### src/rtl/encode_prefix_stream.sv
// Prefix encoder: turns one instruction request into a byte stream of REP, size prefix, then body.
// Latency: first byte valid the cycle after accept; one byte per cycle while out_ready is high.
// Backpressure: out_ready low freezes byte, last flag and state; in_ready is high only when idle.
//
// Ports:
//   clk, rst_n            clock, asynchronous active-low reset
//   in_valid / in_ready   request handshake; fields are unprefixed_instr, instr_len,
//                         prefix_operand_16bit, prefix_address_16bit, prefix_rep
//   out_byte / out_valid / out_ready / out_last   byte stream to the sink
//   err                   one-cycle pulse after an illegal request is accepted
//   raw_instr, raw_valid  only with ENCODE_PREFIX_RAW_OUT_EN defined: full encoded image,
//                         pulsed alongside the first stream byte
module encode_prefix_stream (
  input  logic        clk,
  input  logic        rst_n,
  input  logic        in_valid,
  output logic        in_ready,
  input  logic [87:0] unprefixed_instr,
  input  logic [3:0]  instr_len,
  input  logic        prefix_operand_16bit,
  input  logic        prefix_address_16bit,
  input  logic [1:0]  prefix_rep,
  output logic [7:0]  out_byte,
  output logic        out_valid,
  input  logic        out_ready,
  output logic        out_last,
  output logic        err
`ifdef ENCODE_PREFIX_RAW_OUT_EN
  ,
  output logic [95:0] raw_instr,
  output logic        raw_valid
`endif
);

  typedef enum logic [1:0] {IDLE, PFX, BODY} state_t;

  state_t state_q, state_d;

  logic [95:0] img_q;   // whole encoded instruction, stream byte k at bits [8k+7:8k]
  logic [1:0]  npfx_q;
  logic [3:0]  tot_q;   // npfx + instr_len, at most 12
  logic [3:0]  cnt_q;   // index of the byte currently presented
  logic        err_q;

  logic [1:0]  npfx_w;
  logic [4:0]  tot_w;
  logic        illegal_w;
  logic [7:0]  rep_byte_w;
  logic [7:0]  sz_byte_w;
  logic [15:0] pfx_w;
  logic [87:0] body_mask_w;
  logic [95:0] img_w;
  logic        accept_w;
  logic        legal_accept_w;
  logic        hs_w;
  logic        pfx_last_w;
  logic        body_last_w;

  // Request decode and image assembly: prefixes packed into the low bytes,
  // body bytes beyond instr_len cleared so the image has a clean zero pad.
  always_comb begin
    npfx_w     = {1'b0, prefix_rep != 2'd0} + {1'b0, prefix_operand_16bit}
               + {1'b0, prefix_address_16bit};
    tot_w      = {1'b0, instr_len} + {3'b000, npfx_w};
    illegal_w  = (prefix_rep == 2'd3)
              || (prefix_operand_16bit && prefix_address_16bit)
              || (instr_len == 4'd0)
              || (instr_len > 4'd11)
              || (tot_w > 5'd12);
    rep_byte_w = (prefix_rep == 2'd1) ? 8'hF2 : 8'hF3;
    sz_byte_w  = prefix_operand_16bit ? 8'h66 : 8'h67;
    pfx_w      = 16'h0000;
    if (prefix_rep != 2'd0) begin
      pfx_w[7:0] = rep_byte_w;
      if (prefix_operand_16bit || prefix_address_16bit) pfx_w[15:8] = sz_byte_w;
    end else if (prefix_operand_16bit || prefix_address_16bit) begin
      pfx_w[7:0] = sz_byte_w;
    end
    body_mask_w = '0;
    for (int k = 0; k < 11; k++) begin
      body_mask_w[8*k +: 8] = (4'(k) < instr_len) ? 8'hFF : 8'h00;
    end
    img_w = ({8'h00, unprefixed_instr & body_mask_w} << {npfx_w, 3'b000})
          | {80'h0, pfx_w};
  end

  assign accept_w       = in_valid && in_ready;
  assign legal_accept_w = accept_w && !illegal_w;
  assign hs_w           = out_valid && out_ready;
  assign pfx_last_w     = (cnt_q == ({2'b00, npfx_q} - 4'd1));
  assign body_last_w    = (cnt_q == (tot_q - 4'd1));

  // State register
  always_ff @(posedge clk or negedge rst_n) begin
    if (!rst_n) state_q <= IDLE;
    else        state_q <= state_d;
  end

  // Next-state logic
  always_comb begin
    state_d = state_q;
    case (state_q)
      IDLE: if (legal_accept_w) state_d = (npfx_w != 2'd0) ? PFX : BODY;
      PFX:  if (out_ready && pfx_last_w) state_d = BODY;
      BODY: if (out_ready && body_last_w) state_d = IDLE;
      default: state_d = IDLE;
    endcase
  end

  // Outputs; out_byte is forced to zero while idle so reset shows 8'h00 at once.
  always_comb begin
    in_ready  = (state_q == IDLE);
    out_valid = (state_q != IDLE);
    out_byte  = out_valid ? img_q[{cnt_q, 3'b000} +: 8] : 8'h00;
    out_last  = (state_q == BODY) && body_last_w;
    err       = err_q;
  end

  // Request capture and byte counter; the counter runs straight through
  // prefixes into body because both live in the same image.
  always_ff @(posedge clk or negedge rst_n) begin
    if (!rst_n) begin
      img_q  <= '0;
      npfx_q <= 2'd0;
      tot_q  <= 4'd0;
      cnt_q  <= 4'd0;
      err_q  <= 1'b0;
    end else begin
      err_q <= accept_w && illegal_w;
      if (legal_accept_w) begin
        img_q  <= img_w;
        npfx_q <= npfx_w;
        tot_q  <= tot_w[3:0];
        cnt_q  <= 4'd0;
      end else if (hs_w) begin
        cnt_q <= body_last_w ? 4'd0 : cnt_q + 4'd1;
      end
    end
  end

`ifdef ENCODE_PREFIX_RAW_OUT_EN
  logic raw_valid_q;

  // First stream byte always appears the cycle after a legal accept.
  always_ff @(posedge clk or negedge rst_n) begin
    if (!rst_n) raw_valid_q <= 1'b0;
    else        raw_valid_q <= legal_accept_w;
  end

  assign raw_instr = img_q;
  assign raw_valid = raw_valid_q;
`endif

endmodule

### config.mk
export PLATFORM = sky130hd
export DESIGN_NAME = encode_prefix_stream
export DESIGN_NICKNAME = d
export VERILOG_FILES = /design/src/rtl/encode_prefix_stream.sv
export SDC_FILE = /design/constraint.sdc
export NUM_CORES = 1
export LEC_CHECK = 0
export CAP_MARGIN = 20
export CORE_MARGIN = 10
export CORE_UTILIZATION = 40
export CTS_CLUSTER_DIAMETER = 30
export DETAILED_ROUTE_END_ITERATION = 16
export PLACE_DENSITY = 0.65
export SLEW_MARGIN = 20
export SYNTH_ARGS = -nofsm -noshare
export SYNTH_HDL_FRONTEND = slang
export SYNTH_SLANG_ARGS = --single-unit
### constraint.sdc
create_clock -name clk -period 2.7 [get_ports clk]
set_input_delay 0.54 -clock clk [delete_from_list [all_inputs] [get_ports clk]]
set_output_delay 0.54 -clock clk [all_outputs]
set_load 0.01 [all_outputs]
Word-level counts from Yosys, hierarchy flattened
Index checks and enable logic that the tools add are counted.
{"block": "totals", "elab_cells": 84, "register_bits": 109, "inputBits": 100, "output_inout_bits": 12}
{"block": "classes", "n_reduce_logical": 21, "n_shift": 2, "eq_ne": 9, "bitwise": 2, "addsub": 6, "muxes": 25, "order_cmp": 13}
{"op": "$mux 8", "count": 14}
{"op": "$or 96x16->96", "count": 1}
{"op": "$shiftx 96x8->8", "count": 1}
{"op": "$shl 88x5->96", "count": 1}
{"op": "$and 88x88->88", "count": 1}
{"op": "$lt 3x4->1 const A", "count": 4}
{"op": "$lt 4x4->1 const A", "count": 3}
{"op": "$mux 4", "count": 3}
{"op": "$eq 4x4->1", "count": 2}
{"op": "$logic_and 1x1->1", "count": 8}
{"op": "$lt 1x4->1 const A", "count": 2}
{"op": "$lt 2x4->1 const A", "count": 2}
{"op": "$mux 2", "count": 4}
{"op": "$reduce_bool 2->1", "count": 4}
{"op": "$mux 7", "count": 1}
{"op": "$pmux 2 s3", "count": 1}
{"op": "$add 4x2->5", "count": 1}
{"op": "$gt 5x4->1 const B", "count": 1}
{"op": "$logic_or 1x1->1", "count": 5}
{"op": "$add 4x1->4 const B", "count": 1}
{"op": "$eq 2x1->1 const B", "count": 2}
{"op": "$eq 2x2->1 const B", "count": 2}
{"op": "$gt 4x4->1 const B", "count": 1}
{"op": "$logic_not 4->1", "count": 1}
{"op": "10 further kinds", "count": 12}

Longest topological paths before layout
Gate-level depths: netlist of run 1.
{"block": "depth", "word_depth": 10, "ltp_mapped": 14, "depth_no_buf": 10}

Worst setup path before layout of run 1
OpenSTA, ideal clock, no wires.
{"block": "synth_path", "path_type": "input-to-reg", "startpoint": "input port prefix_rep[0]", "endpoint": "register img_q[0]", "path_stages": 13, "path_buffers": 4, "setup_time_ps": 128, "slack_ps": -785, "t_required_ps": 2572, "t_arrival_ps": 3358, "cell_sequence": "nor2_1 -> fa_1 -> clkbuf_1 -> clkinv_1 -> clkbuf_1 -> ha_1 -> a21o_1 -> a32oi_1 -> o31ai_2 -> buf_4 -> buf_6 -> a2111oi_2 -> nor2_1"}
{"block": "synth_between", "elab_chain_len": 8, "elab_cells_between_ends": 17, "cone_classes": "add/sub: 3; order compare: 1; eq/ne: 2; shift: 1; mux: 2; bitwise: 1; reduce/logical: 7"}
{"item": "start, declared", "line": "22", "text": "input logic [1:0] prefix_rep,"}
{"item": "$reduce_bool 2->1 *", "line": "62", "text": "npfx_w = {1'b0, prefix_rep != 2'd0} + {1'b0, prefix_operand_16bit}"}
{"item": "$add 1x1->2 *", "line": "62"}
{"item": "$add 2x1->2 *", "line": "63", "text": "+ {1'b0, prefix_address_16bit};"}
{"item": "named net npfx_w[1]", "line": "45", "text": "logic [1:0] npfx_w;"}
{"item": "$add 4x2->5", "line": "64", "text": "tot_w = {1'b0, instr_len} + {3'b000, npfx_w};"}
{"item": "$gt 5x4->1", "line": "69", "text": "|| (tot_w > 5'd12);"}
{"item": "$logic_or 1x1->1", "line": "69"}
{"item": "$logic_not 1->1", "line": "88", "text": "assign legal_accept_w = accept_w && !illegal_w;"}
{"item": "$logic_and 1x1->1", "line": "88"}
{"item": "end signal, assigned", "line": "131", "text": "img_q <= img_w;"}
{"item": "end, declared", "line": "39", "text": "logic [95:0] img_q;"}
Mark *: on every way through the listed nets, which the timed path passes. The rest lies on a longest branch.
A chain may end at the register's enable or synchronous reset.

Final worst setup path of run 1
{"block": "layout_path", "startpoint": "input port prefix_operand_16bit", "endpoint": "register img_q[34]"}
{"block": "layout_between", "elab_chain_len": 7, "elab_cells_between_ends": 13, "cone_classes": "add/sub: 3; order compare: 1; shift: 1; bitwise: 1; reduce/logical: 7"}
{"item": "start, declared", "line": "20", "text": "input logic prefix_operand_16bit,"}
{"item": "$add 1x1->2 *", "line": "62"}
{"item": "$add 2x1->2 *", "line": "63"}
{"item": "named net npfx_w[0]", "line": "45"}
{"item": "$add 4x2->5", "line": "64"}
{"item": "$gt 5x4->1", "line": "69"}
{"item": "$logic_or 1x1->1", "line": "69"}
{"item": "$logic_not 1->1", "line": "88"}
{"item": "$logic_and 1x1->1", "line": "88"}
Marked as above.

==> impl_metrics.toml, run 1 <==
[run_status]
outcome = "complete, but fails checks"
violations = "setup timing"

[cells_and_area]
area_growth_pct = 58.16
diodes = 0
final_cell_mix = "nor2_1, dfrtp_1, buf_4"
fin_area_um2 = 11150
drive_gt1_share_pct = 38.92
nNetsFinal = 1135
fin_util_pct = 64.46
final_cells = 1258

[route]
drt-initial-drc-count = 789
wirelength_mm = 29.20
wl_per_cell_um = 23.21
first_pass_iters = 5
via_per_inst = 6.079
drc = 0
antenna_left = 0
vias = 7647

[power_and_ir_drop]
power.total_mw = 9.802
p_per_area_nw_per_um2 = 879.1
p_leak_nw = 4.736
vdd_ir_drop_max_mv = 0.4824

[grt]
overflow = 0
first_global_vias = 7792
track_usage_pct = 23.18
antenna_found_initial = 0
grt_first_pass_wirelength_mm = 43.48
grt_start_max_net_pins = 65

[floorplanning]
rows = 48
fp.dieW_um = 152.8
start_util_pct = 40.76
coreArea_um2 = 17300
io_pins = 112
die_h_um = 152.8
die_area_um2 = 23330

[synthesis]
postSynthCellCount = 816
synth_top_area_share_pct = 38.69
synth_nets = 923
yosys_warnings = 0
yosysTopAreaCell = "dfrtp_1"
synth.ff_latch_count = 109
synth-main-ff-cell = "dfrtp_1"
synthesis.area_um2 = 7049
yosysUniqueCellTypes = 48
yosys-top-cells-area = "dfrtp_1, mux4_2, o21ai_0, nor2_1, nand2_1"
syn_avg_cell_area_um2 = 8.639
yosysSeqAreaShare_pct = 38.69
synth-edff-count = 0
async_flop_share_pct = 100.0

[placement]
io_buffers = 111
placed_area_um2 = 9204
dp_cells = 1190
routabilityCongestion = 0.8864
dp_hpwl_mm = 19.13

[clocking]
cts_tree = "built"
h-tree-depth = 3
clock_latency_ps = 370
clock_sinks = 109
cts_hold_buf = 0
numCtsBuffers = 9
cts_buffer_depth = 2
path_clk_slew_ps = 80
cts_root_buf = "clkbuf_16"

[timing]
final_hold_viol_count = 0
fin_skew_ps = 11.70
slew-limit-headroom_pct = 48.31
tightest_slew_ps = 775.4
period_share_pct = 111.9
rsz0062_at_grt = "yes"
setup_tns_ps = -25780
slew_violations = 0
fmax_mhz = 331.0
fin_crit_ps = 3021
fin_ws_ps = -321.4
finalSetupViolations = 111

[critical_path]
crit_fanout = 8
worstSetupStartpointType = "primary input"
critPathKind = "primary input to flop"
crit_required_ps = 2990
arrival_ps = 3310
endpoint_kind = "flop"

[min_path]
hold_class = "primary input to asynchronous set/reset pin"

[run]
max_cap_violations = 0
[metrics by stage]
| step | setup WS, ps | hold WS (ps) |
|---|---|---|
| finish | -321.4 | 233.9 |
| global route | -394.2 | 282.6 |
| CTS | -292.5 | 272.3 |
| detailed placement | -1081 | 458.9 |
| global placement | -1029 | 453.0 |
| floorplan | -268.8 | 244.4 |
[worst max-delay path: stages]
cell	delay, ps
buf_8	80
inv_4	30
fa_4	830
inv_4	40
ha_4	150
inv_2	50
fa_2	430
nor2b_4	150
o31ai_4	260
buf_6	170
buf_8	140
buf_8	150
buf_12	140
nand2_2	50
o21ai_1	80
[kinds of logic (layout without fill, tap and decap cells)]
group | after synthesis | in the layout | synth area share [%]
buffers and inverters | 79 | 296 | 4.810
DFF | 109 | 109 | 38.69
adders and majority gates | 7 | 7 | 1.455
muxes | 64 | 64 | 13.49
and+or+nand+nor | 307 | 307 | 18.25
xor gates and xnor gates | 8 | 8 | 1.207
AOI/OAI and AO/OA | 242 | 242 | 22.10
[Yosys cell counts, drive strengths merged (2+ instances only)]
| library cell | count |
|---|---|
| nor3 | 40 |
| xor2 | 4 |
| nor2b | 6 |
| nor3b | 2 |
| or3 | 2 |
| nand2 | 114 |
| a22o | 32 |
| buf | 31 |
| mux2i | 32 |
| o21ai | 105 |
| xnor2 | 3 |
| a31oi | 12 |
| a22oi | 9 |
| mux4 | 24 |
| nor2 | 122 |
| o31ai | 12 |
| a211oi | 9 |
| and3 | 4 |
| o211a | 2 |
| and2 | 2 |
| a32oi | 9 |
| clkbuf | 36 |
| fa | 2 |
| nor4 | 3 |
| inv | 11 |
| a221oi | 16 |
| a21oi | 30 |
| dfrtp | 109 |
| nand3 | 8 |
| and4b | 2 |
| ha | 5 |
| mux2 | 8 |
[path summary, 6_finish.rpt]
check / from / to / slack, ps / depth (start not counted)
worst min-delay path: rst_n / err / 230 / 1
max in group asynchronous: rst_n / img_q[40] / 1730 / 2
min in group clk: img_q[3] / img_q[3] / 480 / 2
worst min register to register: img_q[3] / img_q[3] / 480 / 2
worst max register to register: state_q[0] / img_q[64] / 730 / 9
worst max-delay path: prefix_operand_16bit / img_q[34] / -320 / 15
[layer usage]
metal,wire length [um],vias up,global-route usage [%]
met1,11420,3797,27.68
met3,2056,85,5.532
met5,0,-,0
met2,14680,354,39.44
li1,-,3411,-
met4,1041,0,8.765
[layout make-up]
class | count | area, um^2
fillers | 1367 | 6147
flip-flops and latches | 109 | 2729
multi-input cells | 628 | 4935
clock buffers | 10 | 229.0
inverters | 12 | 50.05
clock inverters | 6 | 45.04
repair buffers | 268 | 2880
well taps | 225 | 281.5
[registers in the layout (all words and copies together), names as in the netlist]
register,cells
cnt_q,4
npfx_q,2
tot_q,4
state_q,2
img_q,96
err,1
[timing repair]
| action | CTS | global route |
|---|---|---|
| setup endpoints to repair | 118 | 118 |
| pin swaps | 53 | 72 |
| endpoints found under the hold margin | 0 | 0 |
| setup buffers | 41 | 9 |
| cloned | 11 | 4 |
| resized for setup | 242 | 147 |
[power by group]
group | internal (mW) | total [mW] | leakage [nW] | switching [mW]
clock | 0.637 | 1.29 | 0.138 | 0.655
combinational | 2.83 | 5.48 | 3.23 | 2.64
sequential | 2.40 | 3.03 | 1.37 | 0.635
Power figures use the tool's default switching activity.
==> run 2, diff against run 1 <==
Settings changed: CTS_CLUSTER_SIZE set to 28, GPL_ROUTABILITY_DRIVEN set to 1.
==> results of run 2 <==
The final DEF is identical to that of run 1; final timing and power are the same.
==> RTL change 1, RTL diff (settings of run 2) <==
The 3 states of `state_t` get a one-hot encoding in 3 bits.
--- a/src/rtl/encode_prefix_stream.sv
+++ b/src/rtl/encode_prefix_stream.sv
@@ -33,5 +33,5 @@
 );
 
-  typedef enum logic [1:0] {IDLE, PFX, BODY} state_t;
+  typedef enum logic [2:0] {IDLE = 3'b001, PFX = 3'b010, BODY = 3'b100} state_t;
 
   state_t state_q, state_d;
Formal check against the unedited RTL: same outputs for any inputs over 4 cycles, from zero or initial values and one cycle with rst_n low; so few cycles prove little.
==> RTL change 1 against run 2 <==
The run still ends with negative setup slack left. Area after synthesis rose by 1.3%. Largest cell class unchanged. Cell area decreased by 8.0%. Clock power up 16%. Sequential share of layout area is 2.4 points higher. Total power down 11%. Fmax up 7.2%. Routed wire length shrank 7.9%. Sequential cell count is 1 higher. Sequential power is 6% lower. Via count down 7.4%. Utilization is 5.5 points lower. Worst setup slack improved by 0.20 ns.
==> RTL change 1: results (changes against run 2) <==
first-pass detailed-route iteration total=6 (+1); Slew @ Worst Pin=0.717 ns (-0.0583 ns); R2R setup slack=0.27 ns (-0.46 ns); first-pass GRT wire length=41,700 µm (-4.1%); Setup crit start=prefix_rep[0]; Final GP Congestion=0.946 (+6.7%); worst setup margin=-0.119 ns (+0.202 ns); Post-DP Area=0.00905 mm² (-1.7%); worst flop-to-flop path startpoint=state_q[0]; routed vias/inst=6.18 (+1.7%); slowest stage cell, crit path=fa_2; Total GRT Usage=21.8% (-1.3 points); wire length on met2=12,800 µm (-13%); TNS Setup=-2.46 ns (+23.32 ns); Post-Route WL=26,900 µm (-7.9%); Worst IR Drop VDD=0.403 mV (-16%); internal power=5.53 mW (-5.8%); Leakage=4.54 nW (-4.2%); failing checks=negative setup slack; setup violation total in the final timing report=47 (-58%); wire length on met3=2330 µm (+13%); nets=1,022 (-10%); fill count=1,450 (+6.1%); vias in the first global route=7,314 (-6.1%); r2r endpoint=img_q[61]; highest metal layer with signal wires=met4; synth top area cells=dfrtp_1, mux4_2, a22o_1; M1 wire length=11,100 µm (-3.0%); max incr delay on CP=0.50 ns (-0.33 ns); Distinct cells, synth=55 (+15%); layout cells sized above 1=29.3% (-9.6 points); initial DRC count=818 (+3.7%); crit path max fanout=7 (-1); syn nets=838 (-9.2%); run status=finished with violations; pin count of the biggest net entering global routing=58 (-11%); HPWL after detailed placement=18,900 µm (-1.1%); Clock Skew=0.00689 ns (-0.00481 ns)
RTL change 1: changes by cell type after synthesis, moves of 10 or more:
cell      change
nor2_1       -70
o21ai_1      +18
a22o_1       +12
a22oi_1      +15
a21o_1       +10
buf_6        +12
nand2_1      -22
a221o_1      +13
o21ai_0      -56
buf_2        -13
a21oi_1      +11
nor3_1       -28
clkbuf_1     -10
RTL change 1: cells by family after synthesis:
| family | synth area share, % |
|---|---|
| XOR/XNOR | 1.19 |
| AND/OR/NAND/NOR | 11.8 |
| multiplexers | 14.2 |
| buffers and inverters | 6.08 |
| flip-flops | 38.5 |
| adder cells (fa/ha/maj) | 1.44 |
| AO/OA/AOI/OAI | 26.7 |
RTL change 1: worst max path at each step:
stage                end  slack [ns]  depth (start not counted)
6_report       img_q[56]       -0.12                         15
4_1_cts        img_q[62]       -0.15                         14
3_3_place_gp   img_q[73]       -0.79                         12
2_1_floorplan   tot_q[0]       -0.39                         14
3_5_place_dp    cnt_q[2]       -0.89                         14
5_1_grt        img_q[56]       -0.17                         15
RTL change 1: metal layers:
layer,track usage [%],up-vias
met5,0,-
met4,7.69,0
met1,28.7,3487
met2,34.8,388
li1,-,3149
met3,4.57,56
RTL change 1: layout make-up:
class / count / area share (%)
inverters: 13 / 0.500
clock buffers: 10 / 2.33
flip-flops and latches: 110 / 26.8
well taps: 225 / 2.74
clock inverters: 6 / 0.902
multi-input cells: 546 / 42.4
repair buffers: 235 / 24.3
RTL change 1: repair_timing:
item,4_1_cts,5_1_grt
endpoints found under the setup margin,120,116
gates resized for setup,117,67
gates cloned,9,3
setup buffers,18,4
pin swaps,28,17
RTL change 1: metrics by stage:
stage / power (mW) / std cells / hold slack (ns) / util, %
CTS: 8.47 / 1143 / 0.230 / 57.5
global route: 9.18 / 1145 / 0.246 / 58.9
global placement: 6.31 / 1100 / 0.455 / 51.9
floorplan: 5.07 / 731 / 0.244 / -
detailed placement: 6.47 / 1100 / 0.468 / 51.9
finish: 8.76 / 1145 / 0.205 / 58.9
RTL change 1: power by group through the flow:
stage	sequential (mW)	clock, mW	combinational [mW]
after floorplan	2.66	0	2.41
final	2.86	1.50	4.40
after detailed placement	2.82	0	3.65
after global placement	2.77	0	3.54
after global routing	2.93	1.59	4.66
after CTS	2.81	1.51	4.14
==> RTL change 2, RTL diff (config.mk and constraints of run 2) <==
Without the edit above. Register the output `err`; this adds one clock of latency there. The other outputs are not delayed to match. Comments in the files are not updated.
--- a/src/rtl/encode_prefix_stream.sv
+++ b/src/rtl/encode_prefix_stream.sv
@@ -34,4 +34,6 @@
 
   typedef enum logic [1:0] {IDLE, PFX, BODY} state_t;
+
+  logic err_d;
 
   state_t state_q, state_d;
@@ -114,5 +116,5 @@
     out_byte  = out_valid ? img_q[{cnt_q, 3'b000} +: 8] : 8'h00;
     out_last  = (state_q == BODY) && body_last_w;
-    err       = err_q;
+    err_d     = err_q;
   end
 
@@ -152,4 +154,8 @@
 `endif
 
+  always_ff @(posedge clk) begin
+    err <= err_d;
+  end
+
 endmodule
 
Formal check against the unedited RTL: not equivalent (a bounded check fails within 4 cycles, from zero or initial values and one cycle with rst_n low).
==> RTL change 2 against run 2 <==
The run still ends with negative setup slack left. Utilization is 2.7 points lower. Critical endpoint is now img_q[56]. Total power is 5.0% lower. Worst setup slack better by 0.031 ns. Sequential cell count is 1 higher. Highest routed layer unchanged. Cell area is 4.2% lower. Area after synthesis is 0.28% higher. Critical path type unchanged. Routed wire length is 3.9% lower.
==> RTL change 2: results (changes against run 2) <==
Post-synth ARST share=99.1% (-0.91 points); WL/cell=22.8 µm (-1.7%); vias in the first global route=7,291 (-6.4%); first-pass detailed-route iteration total=6 (+1); CP arrival=3.29 ns (-0.02 ns); run status=finished with violations; layout cells sized above 1=31.2% (-7.7 points); worst flop-to-flop path startpoint=state_q[1]; Clock Tree Buf Depth=2 (unchanged); nets=1,107 (-2.5%); Final GP Congestion=0.874 (-1.4%); initial DRC count=710 (-10%); Clock Skew=0.0111 ns (-0.000635 ns); fill count=1,417 (+3.7%); pin count of the biggest net entering global routing=108 (+66%); Leakage=4.59 nW (-3.2%); WHS=0.119 ns (-0.114 ns); Post-DP Area=0.00909 mm² (-1.2%); GR Layer Usage met3=4.38% (-1.2 points); HPWL after detailed placement=18,900 µm (-1.0%); worst setup margin=-0.290 ns (+0.0312 ns); met2 usage=37.4% (-2.1 points); ant diodes=0 (unchanged); max incr delay on CP=0.83 ns (about the same); Slew @ Worst Pin=1.16 ns (+0.386 ns); failing checks=negative setup slack; first-pass GRT wire length=42,000 µm (-3.4%); GR met1 Demand/Resource=28.7% (+1.1 points); routed vias/inst=6.08 (about the same); R2R setup slack=0.68 ns (-0.05 ns); cells on worst reg2reg path=8 (-1); setup violation total in the final timing report=111 (unchanged); Distinct cells, synth=49 (+2.1%); sequential area share after synthesis=38.9% (+0.17 points); r2r endpoint=img_q[20]; Worst IR Drop VDD=0.540 mV (+12%)
## RTL change 2: cell types whose count changed after synthesis
cell | before | now
dfxtp_1 | 0 | 1
## RTL change 2: where the power goes
part,switching [mW],total [mW],internal (mW)
Sequential,0.579,3.00,2.42
Combinational,2.40,5.00,2.60
Clock,0.676,1.32,0.640
Total,3.66,9.31,5.65
## RTL change 2: cells by family after synthesis
group,after synthesis,share of synthesized area [%]
AND/OR/NAND/NOR,307,18.2
AO/OA/AOI/OAI,242,22.0
flip-flops,110,38.9
buffers and inverters,79,4.80
multiplexers,64,13.5
XOR/XNOR,8,1.20
adder cells (fa/ha/maj),7,1.45
## RTL change 2: area by class of cell
type                       count  area share [%]
clock buffer                   9            2.11
clock inverter                 7           0.492
tap                          225            2.64
timing repair buffer         239            25.7
sequential                   110            25.7
inverter                      12           0.469
multi-input combinational    628            42.9
## RTL change 2: worst max path at each step
stage / from / end / slack (ns) / cells after the start
final: prefix_operand_16bit / img_q[56] / -0.29 / 15
after CTS: prefix_rep[1] / img_q[0] / -0.26 / 14
after global placement: prefix_rep[1] / img_q[0] / -1.00 / 13
after floorplan: prefix_rep[1] / img_q[0] / -0.27 / 13
after global routing: prefix_operand_16bit / img_q[67] / -0.36 / 15
after detailed placement: prefix_rep[1] / img_q[67] / -1.04 / 13
## RTL change 2: timing repair
action	CTS	global route
buffers inserted	19	5
pin swaps	32	40
cloned	15	5
hold buffers	0	0
resized for setup	182	100
endpoints found under the setup margin	118	118
## RTL change 2: through the flow
step,utilization [%],worst slack (ns),instances,total power [mW]
6_report,61.8,-0.290,1230,9.31
2_1_floorplan,-,-0.269,817,5.18
4_1_cts,59.3,-0.256,1226,8.76
5_1_grt,61.8,-0.362,1230,9.82
3_3_place_gp,52.6,-1.00,1177,6.71
3_5_place_dp,52.6,-1.04,1177,6.81
## RTL change 2: metal layers
metal  routed length, µm  up-vias
li1                    -     3340
met1               11300     3701
met2               14000      370
met3                2010       64
met4                 747        0
met5                   0        -
